## config.mk

```make
export PLATFORM = sky130hd
export DESIGN_NAME = cable_tx_sched_flat
export DESIGN_NICKNAME = d
export VERILOG_FILES = /design/src/rtl/cable_tx_sched_pkg.sv /design/src/rtl/cable_tx_sched_if.sv /design/src/rtl/cable_tx_arb.sv /design/src/rtl/cable_tx_sched.sv /design/src/flat_wrapper.sv
export SDC_FILE = /design/constraint.sdc
export NUM_CORES = 1
export LEC_CHECK = 0
export CAP_MARGIN = 10
export CORE_MARGIN = 4
export CORE_UTILIZATION = 47
export DETAILED_ROUTE_END_ITERATION = 8
export PLACE_DENSITY = 0.87
export SLEW_MARGIN = 25
export SYNTH_ARGS = -nofsm -noshare
export SYNTH_HDL_FRONTEND = slang
export SYNTH_HIERARCHICAL = 1
export SYNTH_SLANG_ARGS = --single-unit
```

## constraint.sdc

```tcl
create_clock -name clk -period 2.6 [get_ports clk]
set_clock_uncertainty 0.2 [all_clocks]
set_input_delay 0.78 -clock clk [delete_from_list [all_inputs] [get_ports clk]]
set_output_delay 0.78 -clock clk [all_outputs]
set_load 0.02 [all_outputs]
```

## src/rtl/cable_tx_sched_pkg.sv

```systemverilog
`default_nettype none
// ---------------------------------------------------------------------------
// cable_tx_sched_pkg : line codes, FSM encoding and helpers for the cable TX.
// Rev 1.0
// ---------------------------------------------------------------------------
package cable_tx_sched_pkg;

  localparam logic [3:0] O_IDLE0 = 4'b0111;
  localparam logic [3:0] O_IDLE1 = 4'b1011;
  localparam logic [3:0] O_IDLE2 = 4'b1101;
  localparam logic [3:0] O_IDLE3 = 4'b1110;
  localparam logic [3:0] HDR_HIT = 4'b0001;
  localparam logic [3:0] HDR_CMD = 4'b0010;

  localparam logic [1:0] S_IDLE = 2'd0;
  localparam logic [1:0] S_SEND = 2'd1;
  localparam logic [1:0] S_GAP  = 2'd2;

  function automatic logic [3:0] idle_code(input logic [1:0] ph);
    logic [3:0] code;
    case (ph)
      2'd0:    code = O_IDLE0;
      2'd1:    code = O_IDLE1;
      2'd2:    code = O_IDLE2;
      default: code = O_IDLE3;
    endcase
    return code;
  endfunction

  function automatic logic [15:0] sat_inc(input logic [15:0] v);
    return (v == 16'hFFFF) ? v : v + 16'd1;
  endfunction

endpackage
`default_nettype wire

```

## src/rtl/cable_tx_sched_if.sv

```systemverilog
`default_nettype none
// ---------------------------------------------------------------------------
// cable_tx_sched_if : hit / cmd valid-ready request bundle for one cable.
// Rev 1.0
// ---------------------------------------------------------------------------
interface cable_tx_sched_if #(
  parameter int HIT_NIB = 2,
  parameter int CMD_NIB = 3
);
  logic                   hit_valid;
  logic [4*HIT_NIB-1:0]   hit_data;
  logic                   hit_ready;
  logic                   cmd_valid;
  logic [4*CMD_NIB-1:0]   cmd_data;
  logic                   cmd_ready;

  modport master (
    output hit_valid, hit_data, cmd_valid, cmd_data,
    input  hit_ready, cmd_ready
  );

  modport slave (
    input  hit_valid, hit_data, cmd_valid, cmd_data,
    output hit_ready, cmd_ready
  );
endinterface
`default_nettype wire

```

## src/rtl/cable_tx_arb.sv

```systemverilog
`default_nettype none
// ---------------------------------------------------------------------------
// cable_tx_arb : hit-priority grant with bounded hit run so cmd cannot starve.
// Rev 1.0
// ---------------------------------------------------------------------------
module cable_tx_arb #(
  parameter int MAX_HIT_RUN = 4
) (
  input  wire logic clk,
  input  wire logic rst,
  input  wire logic i_en,
  input  wire logic i_idle,
  input  wire logic i_hit_valid,
  input  wire logic i_cmd_valid,
  output logic      o_hit_gnt,
  output logic      o_cmd_gnt
);

  localparam logic [3:0] C_MAX_RUN = 4'(MAX_HIT_RUN);

  logic [3:0] r_hit_run;
  logic       w_can_grant;
  logic       w_cmd_due;

  assign w_can_grant = i_en & i_idle & ~rst;
  assign w_cmd_due   = i_cmd_valid & (r_hit_run == C_MAX_RUN);
  assign o_hit_gnt   = w_can_grant & i_hit_valid & ~w_cmd_due;
  assign o_cmd_gnt   = w_can_grant & i_cmd_valid & ~o_hit_gnt;

  // Run only grows while cmd is actually waiting behind a hit.
  always_ff @(posedge clk) begin
    if (rst) begin
      r_hit_run <= 4'd0;
    end else if (o_hit_gnt) begin
      r_hit_run <= i_cmd_valid ? r_hit_run + 4'd1 : 4'd0;
    end else if (o_cmd_gnt) begin
      r_hit_run <= 4'd0;
    end
  end

endmodule
`default_nettype wire

```

## src/rtl/cable_tx_sched.sv

```systemverilog
`default_nettype none
// ---------------------------------------------------------------------------
// cable_tx_sched : per-cable 4-bit frame scheduler with idle rotation and counters.
// Rev 1.0
// ---------------------------------------------------------------------------
module cable_tx_sched
  import cable_tx_sched_pkg::*;
#(
  parameter int HIT_NIB     = 2,
  parameter int CMD_NIB     = 3,
  parameter int GAP         = 1,
  parameter int MAX_HIT_RUN = 4
) (
  input  wire logic       clk,
  input  wire logic       rst,
  input  wire logic       i_en,
  input  wire logic       i_cnt_clr,
  cable_tx_sched_if.slave tx,
  output logic [3:0]      o_out,
  output logic            o_busy,
  output logic [15:0]     o_hit_frames,
  output logic [15:0]     o_cmd_frames
);

  localparam int SH_NIB = (HIT_NIB > CMD_NIB) ? HIT_NIB : CMD_NIB;
  localparam int SH_W   = 4 * SH_NIB;

  logic [1:0]      r_state;
  logic [1:0]      w_state_nxt;
  logic [SH_W-1:0] r_shreg;
  logic [2:0]      r_nib_cnt;
  logic [3:0]      r_gap_cnt;
  logic [1:0]      r_idle_ph;
  logic [3:0]      r_out;
  logic [3:0]      w_out_d;
  logic            w_idle_adv;
  logic [15:0]     r_hit_frames;
  logic [15:0]     r_cmd_frames;
  logic            w_hit_gnt;
  logic            w_cmd_gnt;
  logic [SH_W-1:0] w_hit_load;
  logic [SH_W-1:0] w_cmd_load;

  cable_tx_arb #(
    .MAX_HIT_RUN (MAX_HIT_RUN)
  ) u_arb (
    .clk         (clk),
    .rst         (rst),
    .i_en        (i_en),
    .i_idle      (r_state == S_IDLE),
    .i_hit_valid (tx.hit_valid),
    .i_cmd_valid (tx.cmd_valid),
    .o_hit_gnt   (w_hit_gnt),
    .o_cmd_gnt   (w_cmd_gnt)
  );

  assign tx.hit_ready = w_hit_gnt;
  assign tx.cmd_ready = w_cmd_gnt;

  // Payloads are left-aligned so the first nibble out is always the top one.
  assign w_hit_load = SH_W'(tx.hit_data) << (SH_W - 4 * HIT_NIB);
  assign w_cmd_load = SH_W'(tx.cmd_data) << (SH_W - 4 * CMD_NIB);

  always_comb begin
    w_state_nxt = r_state;
    case (r_state)
      S_IDLE:  if (w_hit_gnt | w_cmd_gnt) w_state_nxt = S_SEND;
      S_SEND:  if (r_nib_cnt == 3'd1)     w_state_nxt = S_GAP;
      S_GAP:   if (r_gap_cnt == 4'd1)     w_state_nxt = S_IDLE;
      default: w_state_nxt = S_IDLE;
    endcase
  end

  always_comb begin
    w_out_d    = idle_code(r_idle_ph);
    w_idle_adv = 1'b0;
    case (r_state)
      S_IDLE: begin
        if (w_hit_gnt)      w_out_d = HDR_HIT;
        else if (w_cmd_gnt) w_out_d = HDR_CMD;
        else                w_idle_adv = 1'b1;
      end
      S_SEND:  w_out_d    = r_shreg[SH_W-1 -: 4];
      S_GAP:   w_idle_adv = 1'b1;
      default: w_out_d    = O_IDLE0;
    endcase
  end

  always_ff @(posedge clk) begin
    if (rst) begin
      r_state   <= S_IDLE;
      r_out     <= 4'd0;
      r_idle_ph <= 2'd0;
      r_shreg   <= '0;
      r_nib_cnt <= 3'd0;
      r_gap_cnt <= 4'd0;
    end else begin
      r_state <= w_state_nxt;
      r_out   <= w_out_d;
      if (w_idle_adv) r_idle_ph <= r_idle_ph + 2'd1;
      case (r_state)
        S_IDLE: begin
          if (w_hit_gnt) begin
            r_shreg   <= w_hit_load;
            r_nib_cnt <= 3'(HIT_NIB);
          end else if (w_cmd_gnt) begin
            r_shreg   <= w_cmd_load;
            r_nib_cnt <= 3'(CMD_NIB);
          end
        end
        S_SEND: begin
          r_shreg   <= r_shreg << 4;
          r_nib_cnt <= r_nib_cnt - 3'd1;
          if (r_nib_cnt == 3'd1) r_gap_cnt <= 4'(GAP);
        end
        S_GAP:   r_gap_cnt <= r_gap_cnt - 4'd1;
        default: ;
      endcase
    end
  end

  // A clear pulse beats a coincident grant.
  always_ff @(posedge clk) begin
    if (rst || i_cnt_clr) begin
      r_hit_frames <= 16'd0;
      r_cmd_frames <= 16'd0;
    end else begin
      if (w_hit_gnt) r_hit_frames <= sat_inc(r_hit_frames);
      if (w_cmd_gnt) r_cmd_frames <= sat_inc(r_cmd_frames);
    end
  end

  assign o_out        = r_out;
  assign o_busy       = (r_state != S_IDLE);
  assign o_hit_frames = r_hit_frames;
  assign o_cmd_frames = r_cmd_frames;

endmodule
`default_nettype wire

```

## src/flat_wrapper.sv

```systemverilog
// flat-port wrapper written by rule: the top's interface ports become plain ports
module cable_tx_sched_flat import cable_tx_sched_pkg::*;
#(
  parameter int HIT_NIB     = 2,
  parameter int CMD_NIB     = 3,
  parameter int GAP         = 1,
  parameter int MAX_HIT_RUN = 4
)
  (clk, rst, i_en, i_cnt_clr, o_out, o_busy, o_hit_frames, o_cmd_frames, tx_hit_valid, tx_hit_data, tx_cmd_valid, tx_cmd_data, tx_hit_ready, tx_cmd_ready);
  cable_tx_sched_if #(.HIT_NIB(HIT_NIB), .CMD_NIB(CMD_NIB)) tx_i ();
  input  wire logic clk;
  input  wire logic rst;
  input  wire logic i_en;
  input  wire logic i_cnt_clr;
  output logic [3:0] o_out;
  output logic o_busy;
  output logic [15:0] o_hit_frames;
  output logic [15:0] o_cmd_frames;
  input wire logic [$bits(tx_i.hit_valid)-1:0] tx_hit_valid;
  input wire logic [$bits(tx_i.hit_data)-1:0] tx_hit_data;
  input wire logic [$bits(tx_i.cmd_valid)-1:0] tx_cmd_valid;
  input wire logic [$bits(tx_i.cmd_data)-1:0] tx_cmd_data;
  output wire logic [$bits(tx_i.hit_ready)-1:0] tx_hit_ready;
  output wire logic [$bits(tx_i.cmd_ready)-1:0] tx_cmd_ready;
  assign tx_i.hit_valid = tx_hit_valid;
  assign tx_i.hit_data = tx_hit_data;
  assign tx_i.cmd_valid = tx_cmd_valid;
  assign tx_i.cmd_data = tx_cmd_data;
  assign tx_hit_ready = tx_i.hit_ready;
  assign tx_cmd_ready = tx_i.cmd_ready;
  cable_tx_sched #(.HIT_NIB(HIT_NIB), .CMD_NIB(CMD_NIB), .GAP(GAP), .MAX_HIT_RUN(MAX_HIT_RUN)) u_core (.clk(clk), .rst(rst), .i_en(i_en), .i_cnt_clr(i_cnt_clr), .tx(tx_i), .o_out(o_out), .o_busy(o_busy), .o_hit_frames(o_hit_frames), .o_cmd_frames(o_cmd_frames));
endmodule
```

==> results.yml <==
yosys:
  synth_fp_nets: 421
  yosysWarnings: 6
  ys.flop_type: "sky130_fd_sc_hd__dfxtp_1"
  netlist_instances: 383
  netlist-cell-type-count: 57
  share_of_synthesized_area_occupied_by_flip_flops_and_latches: 0.382
  ys_async_sr_fraction: 0
  post_synthesis_cell_area_sq_um: 3300
  post_synth.cell_area_avg_sq_um: 8.62
  synth_seq_cells: 63
  edff_count_synth: 0
floorplanning:
  floorplan.die.height_um: 91.8
  row_count: 30
  io-pin-count: 65
  dieArea_sq_um: 8430
  die-width_um: 91.8
  initial_utilization: 0.486
  floorplan.core_area_sq_um: 6790
finish:
  multi_input_comb_area_sq_um: 1920
  layout-drive-gt1-share: 0.202
  most-common-layout-cells: "62 x sky130_fd_sc_hd__dfxtp_1, 58 x sky130_fd_sc_hd__clkdlybuf4s50_1, 40 x sky130_fd_sc_hd__buf_4"
  layout.cells.non_filler: 581
  layout.cells.most_common: "sky130_fd_sc_hd__dfxtp_1"
  area.sequential_sq_um: 1260
  post_route_cell_area_sq_um: 4510
  syn2layout_area_growth_pct: 36.6
  antenna-diode-count: 0
  layout.nets: 518
  num-fill-cells: 530
grt:
  grt_pass1_vias: 3220
  first_pass_grt_wire_length_um: 14400
  grt_start_max_net_pins: 36
  globalRouteOverflowTotal: 0
  grt_util_all_layers: 0.205
  initial_antenna_violation_count: 0
worst_setup_path:
  critical_path.endpoint_type: "output pin"
  reg2reg_to: "u_core/o_hit_frames[14]"
  timing.critical_path.fanout_max: 2
  critical_path.reg2reg.startpoint: "u_core/u_arb/r_hit_run[0]"
  critical-path-max-stage-delay_ns: 0.26
  worstSetupPathType: "input port to output pin"
  crit_family: "buffers and inverters"
  cp_cell_sequence: "dlygate4sd2_1 -> and4b_2 -> and2_4 -> buf_4"
  worst_setup_slack_for_register_to_register_paths_ns: 0.09
  critPathLaunchType: "input port"
  cp.required_ns: 1.62
  critPathBufInv: 2
  cell_at_the_slowest_stage_of_the_critical_path: "sky130_fd_sc_hd__dlygate4sd2_1"
  arrival_ns: 1.59
  reg2reg_depth: 11
clock_network:
  cts.reportedPaths.clkPinSlew_ns: 0.07
  clock_insertion_delay_worst_skew_ns: 0.34
  tritoncts.num_buffers: 9
  clock-root-buffer: "sky130_fd_sc_hd__clkbuf_8"
  cts.path.max_buffers: 2
  clock_tree_from_tritoncts: "done"
  cts_sink_count: 63
  htree_levels: 3
sta:
  max_freq_ghz: 0.389
  max_slew.worst_pin.slew_ns: 0.563
  setup-tns-final_ns: 0
  layout_worst_path_cycle_share: 0.989
  timing.max_slew.rel_slack: 0.624
  min_period_ns: 2.57
  timing_max_transition_violations_final: 0
  final-hold-violation-count: 0
  final-setup-viol-count: 0
  grt_setup_unrepaired: "false"
  final_setup_margin_ns: 0.0279
detailed_routing:
  detailedRoute.firstPassIterationCount: 5
  wl_per_cell_um: 14.9
  detail_routed_via_count_per_cell: 5.80
  initial_detailed_routing_violation_count: 169
  routed-via-count: 3367
  drt_drc_violations_left: 0
  wl_um: 8690
  drtAntennaViolNets: 0
min_path:
  worst_hold_path_type: "flop to flop"
  min_delay_path_depth: 2
  hold_end: "u_core/r_shreg[0]"
  worstHoldStart: "u_core/r_shreg[0]"
placement:
  placedCellCount: 553
  dp_worst_setup_slack_ns: -0.649
  place_congestion: 0.853
  placed_cell_area_sq_um: 4210
  place_hpwl_um: 5960
  io_buffers: 64
outcome:
  status: "completed"
power:
  p_leak_nw: 1.68
  worst_ir_drop_on_vdd_mv: 0.339
  powerDensity_nw_per_um2: 489
  design_power_total_mw: 2.20
job:
  timing.max_cap.violations: 0
==> synth_stat cells (3+ instances only) <==
| cell type | count | area, sq um |
|---|---|---|
| sky130_fd_sc_hd__dfxtp_1 | 63 | 1260 |
| sky130_fd_sc_hd__a21oi_1 | 35 | 175 |
| sky130_fd_sc_hd__nand2_1 | 30 | 113 |
| sky130_fd_sc_hd__nor2_1 | 30 | 113 |
| sky130_fd_sc_hd__inv_1 | 17 | 63.8 |
| sky130_fd_sc_hd__nand3_1 | 17 | 85.1 |
| sky130_fd_sc_hd__o21ai_0 | 16 | 80.1 |
| sky130_fd_sc_hd__clkbuf_1 | 13 | 48.8 |
| sky130_fd_sc_hd__ha_1 | 12 | 150 |
| sky130_fd_sc_hd__nor3_1 | 12 | 60.1 |
| sky130_fd_sc_hd__mux2_2 | 9 | 101 |
| sky130_fd_sc_hd__nand4_1 | 8 | 50.1 |
| sky130_fd_sc_hd__o221ai_1 | 8 | 70.1 |
| sky130_fd_sc_hd__or3_1 | 8 | 50.1 |
| sky130_fd_sc_hd__a31oi_1 | 7 | 43.8 |
| sky130_fd_sc_hd__nor2b_1 | 6 | 37.5 |
| sky130_fd_sc_hd__or4_1 | 6 | 45.0 |
| sky130_fd_sc_hd__and3_1 | 5 | 31.3 |
| sky130_fd_sc_hd__nand4_2 | 5 | 62.6 |
| sky130_fd_sc_hd__o31ai_1 | 5 | 37.5 |
| sky130_fd_sc_hd__and4_1 | 4 | 35.0 |
| sky130_fd_sc_hd__nand2b_1 | 4 | 25.0 |
| sky130_fd_sc_hd__nor4_1 | 4 | 25.0 |
| sky130_fd_sc_hd__xor2_1 | 4 | 35.0 |
| sky130_fd_sc_hd__a311oi_1 | 3 | 26.3 |
| sky130_fd_sc_hd__buf_2 | 3 | 15.0 |
| sky130_fd_sc_hd__buf_4 | 3 | 22.5 |
| sky130_fd_sc_hd__mux2i_1 | 3 | 30.0 |
| sky130_fd_sc_hd__nand3b_1 | 3 | 22.5 |
| sky130_fd_sc_hd__or2_2 | 3 | 18.8 |
| sky130_fd_sc_hd__xnor2_1 | 3 | 26.3 |
==> area by class of cell <==
cell class | instances | area share
Multi-Input combinational cell | 284 | 0.425
Sequential cell | 63 | 0.280
Timing Repair Buffer | 105 | 0.210
Clock buffer | 10 | 0.0305
Tap cell | 96 | 0.0266
Inverter | 17 | 0.0142
Clock inverter | 6 | 0.0133
==> flip-flops by register name, summed over array words and instances, names as in the netlist, 3 cells and up <==
register / flops
u_core/o_hit_frames: 16
u_core/r_gap_cnt: 4
u_core/o_cmd_frames: 16
u_core/r_nib_cnt: 3
u_core/u_arb/r_hit_run: 4
u_core/o_out: 4
u_core/r_shreg: 12
==> kinds of logic (layout without fill, tap and decap cells) <==
kind of cell | count (synthesis) | in the layout | synth area share
buffers and inverters | 36 | 138 | 0.0455
AND/OR/NAND/NOR | 160 | 160 | 0.281
adder cells (fa/ha/maj) | 12 | 12 | 0.0455
AO/OA/AOI/OAI | 93 | 93 | 0.187
flip-flops | 63 | 63 | 0.382
multiplexers | 12 | 12 | 0.0398
XOR/XNOR | 7 | 7 | 0.0186
==> per-layer routing <==
layer | GRT usage | vias to the layer above | routed length, um
met5 | 0 | - | 0
met4 | 0.0903 | 0 | 217
met3 | 0.0394 | 24 | 509
met2 | 0.369 | 122 | 4420
met1 | 0.234 | 1605 | 3540
li1 | - | 1616 | -
==> worst reg2reg max path: cells and delay by family, from the launching register on <==
kind                       cells  cell delay, ns
adders and majority gates      1            0.21
DFF                            1            0.32
buffers and inverters          4            0.53
AOI/OAI and AO/OA              1            0.12
and+or+nand+nor                5            1.03
==> repair_timing <==
item,4_1_cts,5_1_grt
resized for setup,19,6
endpoints found under the setup margin,27,12
hold buffers,0,0
pin swaps,4,4
buffers inserted,12,0
==> worst max path at each step <==
stage,startpoint,to,cells past startpoint
finish,i_en,tx_cmd_ready,4
global route,u_core/u_arb/r_hit_run[0],u_core/o_hit_frames[14],11
CTS,rst,tx_cmd_ready,4
detailed placement,tx_cmd_valid,tx_cmd_ready,4
global placement,tx_cmd_valid,tx_cmd_ready,4
floorplan,rst,u_core/o_hit_frames[9],8
==> report_power, final <==
part / switching, mW / internal (mW)
clock network: 0.393 / 0.463
registers: 0.0274 / 1.01
logic: 0.162 / 0.151
==> per-stage QoR <==
stage	util	hold WS (ns)
after global routing	0.664	0.277
after floorplan	-	0.232
after global placement	0.619	0.241
after CTS	0.662	0.256
after detailed placement	0.619	0.246
final	0.664	0.256
No activity file was read; power rests on OpenSTA's default activity.
